File: src/rtl/imem_loader.sv
// Boot loader: framed byte stream (A5, N lo, N hi, 4*N payload bytes) -> sequential
// instruction-memory word writes; holds the core in reset until the image is in.
// Optional trailing XOR checksum byte is enabled by defining LOADER_CHECKSUM_EN.
module imem_loader #(
    parameter int ADDR_W = 10
) (
    input  logic              clk,
    input  logic              rst,
    input  logic              rx_valid,
    input  logic [7:0]        rx_data,
    output logic              rx_ready,
    input  logic              restart,
    output logic              imem_we,
    output logic [ADDR_W-1:0] imem_addr,
    output logic [31:0]       imem_wdata,
    output logic              core_hold,
    output logic              done,
    output logic              err
);

    typedef enum logic [2:0] {
        S_IDLE   = 3'd0,
        S_LEN_LO = 3'd1,
        S_LEN_HI = 3'd2,
        S_DATA   = 3'd3,
        S_DONE   = 3'd4,
        S_ERR    = 3'd5
`ifdef LOADER_CHECKSUM_EN
        , S_CSUM = 3'd6
`endif
    } state_t;

    localparam logic [7:0]  SYNC_BYTE = 8'hA5;
    // Largest legal word count; 17 bits so a full 16-bit N can be compared against it.
    localparam logic [16:0] MAX_WORDS = 17'(1) << ADDR_W;

    state_t            state_q, state_d;
    logic [7:0]        len_lo_q, len_lo_d;
    logic [16:0]       remaining_q, remaining_d;
    logic [1:0]        byte_cnt_q, byte_cnt_d;
    logic [23:0]       shift_q, shift_d;
    logic [ADDR_W-1:0] addr_q, addr_d;
    logic              imem_we_q, imem_we_d;
    logic [ADDR_W-1:0] imem_addr_q, imem_addr_d;
    logic [31:0]       imem_wdata_q, imem_wdata_d;
    logic              core_hold_q, core_hold_d;
    logic              done_q, done_d;
    logic              err_q, err_d;
`ifdef LOADER_CHECKSUM_EN
    logic [7:0]        csum_q, csum_d;
`endif

    logic        accept;
    logic [15:0] len_word;

    always_comb begin
        rx_ready = 1'b0;
        case (state_q)
            S_IDLE, S_LEN_LO, S_LEN_HI, S_DATA: rx_ready = 1'b1;
`ifdef LOADER_CHECKSUM_EN
            S_CSUM:                             rx_ready = 1'b1;
`endif
            default:                            rx_ready = 1'b0;
        endcase
    end

    assign accept   = rx_valid & rx_ready;
    assign len_word = {rx_data, len_lo_q};

    always_comb begin
        state_d      = state_q;
        len_lo_d     = len_lo_q;
        remaining_d  = remaining_q;
        byte_cnt_d   = byte_cnt_q;
        shift_d      = shift_q;
        addr_d       = addr_q;
        imem_we_d    = 1'b0;
        imem_addr_d  = imem_addr_q;
        imem_wdata_d = imem_wdata_q;
        done_d       = done_q;
        err_d        = err_q;
`ifdef LOADER_CHECKSUM_EN
        csum_d       = csum_q;
`endif
        // Release the core one cycle after done rises, so the final write lands first.
        core_hold_d  = done_q ? 1'b0 : core_hold_q;

        case (state_q)
            S_IDLE: begin
                if (accept && rx_data == SYNC_BYTE) begin
                    state_d = S_LEN_LO;
                end
            end

            S_LEN_LO: begin
                if (accept) begin
                    len_lo_d = rx_data;
                    state_d  = S_LEN_HI;
                end
            end

            S_LEN_HI: begin
                if (accept) begin
                    if (len_word == 16'd0 || {1'b0, len_word} > MAX_WORDS) begin
                        state_d = S_ERR;
                        err_d   = 1'b1;
                    end else begin
                        state_d     = S_DATA;
                        remaining_d = {1'b0, len_word};
                        byte_cnt_d  = 2'd0;
                        addr_d      = '0;
`ifdef LOADER_CHECKSUM_EN
                        csum_d      = 8'd0;
`endif
                    end
                end
            end

            S_DATA: begin
                if (accept) begin
`ifdef LOADER_CHECKSUM_EN
                    csum_d = csum_q ^ rx_data;
`endif
                    byte_cnt_d = byte_cnt_q + 2'd1;
                    if (byte_cnt_q == 2'd3) begin
                        imem_we_d    = 1'b1;
                        imem_addr_d  = addr_q;
                        imem_wdata_d = {rx_data, shift_q};
                        addr_d       = addr_q + 1'b1;
                        remaining_d  = remaining_q - 17'd1;
                        if (remaining_q == 17'd1) begin
`ifdef LOADER_CHECKSUM_EN
                            state_d = S_CSUM;
`else
                            state_d = S_DONE;
                            done_d  = 1'b1;
`endif
                        end
                    end else begin
                        // Little-endian: earliest byte ends up in the low bits.
                        shift_d = {rx_data, shift_q[23:8]};
                    end
                end
            end

`ifdef LOADER_CHECKSUM_EN
            S_CSUM: begin
                if (accept) begin
                    if (rx_data == csum_q) begin
                        state_d = S_DONE;
                        done_d  = 1'b1;
                    end else begin
                        state_d = S_ERR;
                        err_d   = 1'b1;
                    end
                end
            end
`endif

            S_DONE, S_ERR: begin
                if (restart) begin
                    state_d     = S_IDLE;
                    done_d      = 1'b0;
                    err_d       = 1'b0;
                    addr_d      = '0;
                    imem_addr_d = '0;
                    core_hold_d = 1'b1;
                end
            end

            default: state_d = S_IDLE;
        endcase
    end

    always_ff @(posedge clk) begin
        if (!rst) begin
            state_q      <= S_IDLE;
            len_lo_q     <= 8'd0;
            remaining_q  <= 17'd0;
            byte_cnt_q   <= 2'd0;
            shift_q      <= 24'd0;
            addr_q       <= '0;
            imem_we_q    <= 1'b0;
            imem_addr_q  <= '0;
            imem_wdata_q <= 32'd0;
            core_hold_q  <= 1'b1;
            done_q       <= 1'b0;
            err_q        <= 1'b0;
`ifdef LOADER_CHECKSUM_EN
            csum_q       <= 8'd0;
`endif
        end else begin
            state_q      <= state_d;
            len_lo_q     <= len_lo_d;
            remaining_q  <= remaining_d;
            byte_cnt_q   <= byte_cnt_d;
            shift_q      <= shift_d;
            addr_q       <= addr_d;
            imem_we_q    <= imem_we_d;
            imem_addr_q  <= imem_addr_d;
            imem_wdata_q <= imem_wdata_d;
            core_hold_q  <= core_hold_d;
            done_q       <= done_d;
            err_q        <= err_d;
`ifdef LOADER_CHECKSUM_EN
            csum_q       <= csum_d;
`endif
        end
    end

    assign imem_we    = imem_we_q;
    assign imem_addr  = imem_addr_q;
    assign imem_wdata = imem_wdata_q;
    assign core_hold  = core_hold_q;
    assign done       = done_q;
    assign err        = err_q;

endmodule

File: config.mk
export PLATFORM = sky130hd
export DESIGN_NAME = imem_loader
export DESIGN_NICKNAME = d
export VERILOG_FILES = /design/src/rtl/imem_loader.sv
export SDC_FILE = /design/constraint.sdc
export NUM_CORES = 1
export LEC_CHECK = 0
export CAP_MARGIN = 15
export CELL_PAD_IN_SITES_DETAIL_PLACEMENT = 0
export CELL_PAD_IN_SITES_GLOBAL_PLACEMENT = 1
export CORE_MARGIN = 2
export CORE_UTILIZATION = 40
export CTS_BUF_LIST = sky130_fd_sc_hd__clkbuf_2 sky130_fd_sc_hd__clkbuf_4 sky130_fd_sc_hd__clkbuf_8
export DETAILED_ROUTE_END_ITERATION = 8
export MAX_ROUTING_LAYER = met4
export PLACE_DENSITY = 0.75
export SYNTH_ARGS = -nofsm -noshare
export SYNTH_HDL_FRONTEND = slang
export SYNTH_SLANG_ARGS = --single-unit
File: constraint.sdc
create_clock -name clk -period 4.2 [get_ports clk]
set_input_delay 0.42 -clock clk [delete_from_list [all_inputs] [get_ports clk]]
set_output_delay 0.42 -clock clk [all_outputs]
set_load 0.05 [all_outputs]
* Yosys cells after proc, flatten, opt, wreduce, memory -nomap -nowiden *
Cells that the tools add are included.

word-level totals
  register bits after elaboration = 110
  logic and storage cells = 96

cells by class
  add/sub/neg operators = 3
  $lt $le $gt $ge = 1
  equal/unequal tests = 17
  multiplexer cells = 40
  bitwise operators = 2
  reduce and logical (&&, ||, !) cells = 21

operator list
  operator               count
  $mux 10                7
  $mux 17                4
  $pmux 17 s2            1
  $pmux 10 s3            1
  $mux 3                 8
  $pmux 10 s2            1
  $ne 2x2->1 const B     9
  $eq 17x1->1 const B    1
  $sub 17x1->17 const B  1
  $gt 16x11->1 const B   1
  $logic_not 16->1       1
  $pmux 3 s5             1
  $reduce_and 4->1       3
  $mux 1                 11
  $add 10x1->10 const B  1
  $reduce_and 5->1       2
  $reduce_and 3->1       3
  $eq 8x8->1 const B     1
  $reduce_and 7->1       1
  $eq 3x2->1 const B     2
  $eq 3x3->1 const B     2
  $mux 2                 3
  $reduce_and 6->1       1
  $reduce_bool 2->1      3
  other kinds (14)       15

* Depth between registers and ports, before layout *
Gate-level depths: netlist (run 1).

  depth after elaboration = 7
  depth in mapped cells = 9
  mapped depth without buffers = 7

* Least setup slack after synthesis (run 1) *
OpenSTA, ideal clock, no wires.

  path type = register to register
  start point = register remaining_q[0]
  end point = register remaining_q[16]
  setup time = 131 ps
  arrival = 1965 ps
  required time = 4069 ps
  slack = 2104 ps
  stages on the path, launching flop included = 9
  buffers on the path = 1
  path through = dfxtp_1 inv_1 ha_1 or3b_2 clkbuf_4 or3_4 nor4_4 mux2i_1 a21oi_2

between the ends
  longest elaborated chain between the ends = 4

ends and longest elaborated chain
  item                    RTL line  source
  from (decl)             39        logic [16:0] remaining_q, remaining_d;
  from (signal assigned)  195       remaining_q <= remaining_d;
  $sub 17x1->17           130       remaining_d = remaining_q - 17'd1;
  $mux 17                 125       if (byte_cnt_q == 2'd3) begin
  $mux 17                 120       if (accept) begin
  $pmux 17 s2             88        case (state_q)

Every way passes these cells. The select of a mux whose other input is x is not followed.
A chain may end at the register's enable or synchronous reset.

* Worst setup path in the final report (run 1) *
  start point = register state_q[0]
  end point = register shift_q[12]

between the ends
  longest elaborated chain between the ends = 5

ends and longest elaborated chain
  item                                      RTL line  source
  from (decl)                               37        state_t state_q, state_d;
  from (signal assigned)                    193       state_q <= state_d;
  $eq 3x2->1, or another cell as far along  58, 88
  $reduce_or 4->1                           58        case (state_q)
  $mux 1                                    58
  $and 1x1->1                               67        assign accept = rx_valid & rx_ready;
  $reduce_and 3->1 (no line) *              n/a
  to (signal assigned)                      197       shift_q <= shift_d;
  to (decl)                                 41        logic [23:0] shift_q, shift_d;

Mark *: on every way between the ends. The rest lies on a longest branch, timed or not.

==> impl_metrics.env, run 1 <==
export IMPL_drc_errors=0
export IMPL_synth_fp_nets=644
export IMPL_cpPeakStageDelay_ns=0.77
export IMPL_setup_viol=0
export IMPL_netlist_area_leader_share_pct=45.2
export IMPL_final_cells=807
export IMPL_fill_cells=1193
export IMPL_synth_seq_cells=110
export IMPL_die_area_um2=13100
export IMPL_cts_made_buffers=9
export IMPL_worst_path_max_delay_cell="and3b_1"
export IMPL_final_layout_size_suffix_gt1_share_pct=6.21
export IMPL_numPlacedInstances=791
export IMPL_worstPathCellList="and3b_1 -> nand2_1 -> or3_1 -> nand2_1 -> a21oi_1"
export IMPL_syn_inst=625
export IMPL_design_core_area_um2=12000
export IMPL_synth_edf_count=0
export IMPL_switching_share_pct=24.1
export IMPL_synthDistinctLibCells=57
export IMPL_first_pass_iters=6
export IMPL_track_usage_pct=21.6
export IMPL_grt_max_degree=64
export IMPL_min_period_ns=2.67
export IMPL_via_per_inst=5.54
export IMPL_hold_viol=0
export IMPL_grt_pass1_vias=4209
export IMPL_place_hpwl_um=8870
export IMPL_dr_first_iter_drc_count=303
export IMPL_synth_warnings=0
export IMPL_cts_sinks=110
export IMPL_tritoncts="built"
export IMPL_io_buffers=58
export IMPL_area_growth_pct=17.9
export IMPL_p_seq_share_pct=56.5
export IMPL_hold_path_class="register to register"
export IMPL_start_util_pct=40.8
export IMPL_rows=40
export IMPL_diodes=0
export IMPL_p_clk_share_pct=39.5
export IMPL_synth_seq_area_share_pct=45.2
export IMPL_cap_viol_max_count=0
export IMPL_wl_per_cell_um=16.2
export IMPL_worst_hold_slack_ns=0.460
export IMPL_p_sw_uw=450
export IMPL_cts_repair_resized=0
export IMPL_fp_dieH_um=114
export IMPL_tns_ns=0
export IMPL_place_congestion=0.798
export IMPL_regArea_um2=2200
export IMPL_startpoint_type="register"
export IMPL_syn_avg_cell_area_um2=7.80
export IMPL_synth_flop_cell="dfxtp_1"
export IMPL_yosysMostFrequentCell="nand2_1"
export IMPL_endpoint_kind="register"
export IMPL_worst_pin_slew_ns=1.08
export IMPL_fmax_mhz=374
export IMPL_worst_setup_path_type="register to register"
export IMPL_nets=674
export IMPL_crit_path_max_fanout=24
export IMPL_vias=4468
export IMPL_drt_total_wl_um=13100
export IMPL_period_share_pct=63.7
export IMPL_insertion_delay_ns=0.39
export IMPL_async_flop_share_pct=0
export IMPL_grt_overflow_total=0
export IMPL_ant_nets=0
export IMPL_cts_setup_buffers=0
export IMPL_grt_pass1_wl_um=21700
export IMPL_antenna_found_initial=0
export IMPL_finClkSkew_ns=0.00949
export IMPL_cts_root_buf="clkbuf_8"
export IMPL_outcome="finished clean"
export IMPL_dieWidth_um=114
export IMPL_power_leakage_nw=1.92
export IMPL_power_per_cell_area_nw_per_um2=324
export IMPL_cts_buffer_depth=2
export IMPL_multi_input_comb_area_um2=2470
export IMPL_max_vdd_ir_drop_mv=0.172
export IMPL_io_pins=59
export IMPL_htreeDepth=3
export IMPL_clk_pin_slew_ns=0.11
export IMPL_synth_common_cells="170 x nand2_1, 110 x dfxtp_1, 91 x a21oi_1"
export IMPL_rsz0062_at_grt="no"
export IMPL_yosysTopAreaCell="dfxtp_1"
export IMPL_required_ns=4.48
export IMPL_relSlewSlack_pct=27.2
export IMPL_p_int_mw=1.42
export IMPL_crit_top_cell="nand2_1"
export IMPL_synthTopCellsByArea="dfxtp_1 45%, nand2_1 13%, a21oi_1 9.3%, nor2_1 3.3%, clkbuf_1 2.2%"
export IMPL_arrival_ns=2.95
export IMPL_slew_violations=0
export IMPL_combPwrFrac_pct=4.0
export IMPL_synth_area_um2=4880
export IMPL_cts_hold_repair_buffers=0
==> area by class of cell <==
cell class	instances	share of cell area [%]
Inverter	7	0.457
Timing Repair Buffer	64	11.1
Sequential cell	110	38.3
Clock buffer	9	2.15
Clock inverter	7	1.87
Tap cell	147	3.20
Multi-Input combinational cell	463	42.9
==> critical path, delay by kind of cell, from the launching register on <==
kind	cells	cell delay [ns]
AOI/OAI and AO/OA	1	0.08
DFF	1	0.64
and+or+nand+nor	4	1.83
==> kinds of logic (layout without fill, tap and decap cells) <==
family / count (synthesis) / count (layout) / share of synthesized area (%)
and+or+nand+nor: 286 / 286 / 27.4
DFF: 110 / 110 / 45.2
xor gates and xnor gates: 2 / 2 / 0.359
buffers and inverters: 52 / 87 / 4.36
adders and majority gates: 7 / 7 / 1.80
muxes: 4 / 4 / 0.821
AOI/OAI and AO/OA: 164 / 164 / 20.1
==> per-stage QoR <==
| stage | total power [mW] | utilization (%) | instance area (um^2) | setup slack, ns |
|---|---|---|---|---|
| after global placement | 1.15 | 46.1 | 5520 | 1.26 |
| after floorplan | 1.12 | - | 4880 | 2.10 |
| after global routing | 1.93 | 48.1 | 5750 | 1.27 |
| after CTS | 1.88 | 48.1 | 5750 | 1.53 |
| final | 1.87 | 48.1 | 5750 | 1.53 |
| after detailed placement | 1.15 | 46.1 | 5520 | 1.19 |
==> power groups by stage <==
stage / sequential (mW) / clock (mW) / combinational (mW)
floorplan: 1.07 / 0 / 0.0446
global placement: 1.08 / 0 / 0.0735
detailed placement: 1.08 / 0 / 0.0747
CTS: 1.05 / 0.750 / 0.0747
global route: 1.06 / 0.789 / 0.0819
finish: 1.05 / 0.737 / 0.0746
==> final timing paths <==
kind | startpoint | endpoint | slack (ns) | cells after the start
worst max-delay path | state_q[0] | shift_q[12] | 1.53 | 5
worst min-delay path | imem_wdata[3] | imem_wdata[3] | 0.46 | 2
worst max register to register | state_q[0] | shift_q[12] | 1.53 | 5
worst min register to register | imem_wdata[3] | imem_wdata[3] | 0.46 | 2
==> metal layers <==
layer | vias up | GRT usage [%] | part of all wire (%)
met5 | - | - | 0
met1 | 2093 | 31.1 | 51
met3 | 25 | 3.81 | 5.2
met4 | 0 | 9.51 | 2.1
li1 | 2218 | - | -
met2 | 132 | 29.2 | 42
==> flip-flops by register name, indices dropped and copies added (netlist names) <==
name	flops
done	1
addr_q	10
core_hold	1
imem_we	1
byte_cnt_q	2
len_lo_q	8
state_q	3
shift_q	24
remaining_q	17
err	1
imem_addr	10
imem_wdata	32
==> placed cells by master, fill, tap and decap left out, types with 3 or more instances in the layout <==
master / n
a211oi_1: 4
a21oi_1: 91
a22oi_1: 14
a311oi_1: 4
a31oi_1: 6
and3_1: 5
buf_4: 5
clkbuf_8: 9
clkdlybuf4s50_1: 58
dfxtp_1: 110
ha_1: 7
inv_1: 6
mux2i_1: 4
nand2_1: 169
nand2b_1: 7
nand3_1: 11
nand3b_1: 4
nand4_1: 4
nor2_1: 43
nor3_1: 8
nor3_2: 3
nor4_1: 4
o21a_1: 4
o21ai_0: 16
o22ai_1: 6
o32ai_1: 6
or3_1: 6
or3_4: 3
or4_1: 3
Note: power is estimated with default switching activity, not from simulation.
==> inputs of run 2 (changes only) <==
Clock period 4.2 ns to 2.7 ns, I/O delays scaled along.
==> impl_metrics.env, run 2 (same netlist as run 1, synthesis figures left out) <==
export IMPL_diodes=0
export IMPL_place_congestion=0.875
export IMPL_hold_viol=0
export IMPL_required_ns=2.98
export IMPL_grt_max_degree=49
export IMPL_max_vdd_ir_drop_mv=0.266
export IMPL_final_layout_size_suffix_gt1_share_pct=8.02
export IMPL_fp_dieH_um=114
export IMPL_power_per_cell_area_nw_per_um2=488
export IMPL_cts_repair_resized=0
export IMPL_fmax_mhz=446
export IMPL_relSlewSlack_pct=44.1
export IMPL_cp_depth=7
export IMPL_finalPower_mw=2.85
export IMPL_setup_viol=0
export IMPL_wl_per_cell_um=16.5
export IMPL_hold_path_class="register to register"
export IMPL_hold_depth=2
export IMPL_largest_reg_flops=32
export IMPL_start_util_pct=40.8
export IMPL_multi_input_comb_area_um2=2470
export IMPL_min_period_ns=2.24
export IMPL_area_growth_pct=19.6
export IMPL_layout_commonest_cell="nand2_1"
export IMPL_antenna_found_initial=0
export IMPL_first_pass_iters=5
export IMPL_tritoncts="built"
export IMPL_worst_pin_slew_ns=0.838
export IMPL_crit_buf_inv=1
export IMPL_cpPeakStageDelay_ns=0.55
export IMPL_insertion_delay_ns=0.40
export IMPL_worst_path_max_delay_cell="or3b_2"
export IMPL_hp_start="shift_q[3]"
export IMPL_crit_family="simple AND/OR/NAND/NOR gates"
export IMPL_die_area_um2=13100
export IMPL_outcome="finished clean"
export IMPL_power_leakage_nw=1.98
export IMPL_grt_overflow_total=0
export IMPL_place_hpwl_um=9160
export IMPL_cts_sinks=110
export IMPL_grt_pass1_wl_um=22200
export IMPL_most_common_layout_cells="169 x nand2_1, 110 x dfxtp_1, 91 x a21oi_1, 58 x clkdlybuf4s50_1, 43 x nor2_1"
export IMPL_dieWidth_um=114
export IMPL_io_buffers=58
export IMPL_cts_made_buffers=9
export IMPL_startpoint_type="register"
export IMPL_cap_viol_max_count=0
export IMPL_arrival_ns=2.52
export IMPL_drt_total_wl_um=13500
export IMPL_fill_cells=1235
export IMPL_ant_nets=0
export IMPL_design_core_area_um2=12000
export IMPL_worst_setup_path_type="register to register"
export IMPL_period_share_pct=83.0
export IMPL_cts_hold_repair_buffers=0
export IMPL_drc_errors=0
export IMPL_final_core_util_pct=48.7
export IMPL_regArea_um2=2200
export IMPL_worstPathCellList="inv_1 -> ha_1 -> or3b_2 -> or3_4 -> nor4_4 -> mux2i_1 -> a21oi_2"
export IMPL_htreeDepth=3
export IMPL_worst_r2r_path_depth=7
export IMPL_critPathLaunch="remaining_q[0]"
export IMPL_endpoint_kind="register"
export IMPL_nets=687
export IMPL_dr_first_iter_drc_count=354
export IMPL_tns_ns=0
export IMPL_cts_buffer_depth=2
export IMPL_grt_pass1_vias=4207
export IMPL_cts_root_buf="clkbuf_8"
export IMPL_rrSetupSlack_ns=0.46
export IMPL_rsz0062_at_grt="no"
export IMPL_clk_pin_slew_ns=0.11
export IMPL_io_pins=59
export IMPL_vias=4560
export IMPL_r2r_start="remaining_q[0]"
export IMPL_finClkSkew_ns=0.00909
export IMPL_crit_path_max_fanout=7
export IMPL_track_usage_pct=22.1
export IMPL_slew_violations=0
export IMPL_cts_setup_buffers=0
export IMPL_via_per_inst=5.56
export IMPL_rows=40
[run 2: cell types whose count changed in the layout (fill, tap and decap cells not counted)]
cell / before / now
bufinv_16: 2 / 1
clkbuf_4: 0 / 1
buf_4: 5 / 18
clkinv_4: 0 / 2
clkinvlp_4: 2 / 1
clkinv_2: 1 / 0
[run 2: metal layers]
layer / vias to the layer above / global-route usage [%] / wire length, um
li1: 2252 / - / -
met1: 2165 / 32.5 / 6910
met2: 120 / 30.4 / 5780
met3: 23 / 3.28 / 566
met4: 0 / 8.70 / 273
met5: - / - / 0
[run 2: cell type report]
type / instances / area share [%]
Multi-Input combinational cell: 463 / 42.3
Timing Repair Buffer: 77 / 12.6
Inverter: 7 / 0.451
Clock inverter: 6 / 1.42
Sequential cell: 110 / 37.8
Clock buffer: 10 / 2.25
Tap cell: 147 / 3.15
[run 2: worst reg2reg max path: stages, from the launching register on]
cell	delay, ns
dfxtp_1	0.37
inv_1	0.11
ha_1	0.20
or3b_2	0.55
or3_4	0.42
nor4_4	0.16
mux2i_1	0.26
a21oi_2	0.07
[run 2: worst paths after layout]
kind,end
min,imem_wdata[3]
max,remaining_q[16]
max reg2reg,remaining_q[16]
min reg2reg,imem_wdata[3]
[run 2: through the flow]
step | std cells | cell area, um^2 | hold WS, ns | worst slack (ns)
after floorplan | 625 | 4880 | 0.406 | 0.604
after global placement | 804 | 5620 | 0.443 | 0.383
after detailed placement | 804 | 5620 | 0.445 | 0.304
after CTS | 820 | 5830 | 0.461 | 0.460
after global routing | 820 | 5830 | 0.472 | 0.356
final | 820 | 5830 | 0.459 | 0.458
[run 2: where the power goes]
part / internal (mW) / total (mW) / switching [mW]
Combinational: 0.0467 / 0.129 / 0.0826
Sequential: 1.63 / 1.64 / 0.00985
Clock: 0.457 / 1.08 / 0.623
Total: 2.13 / 2.85 / 0.716
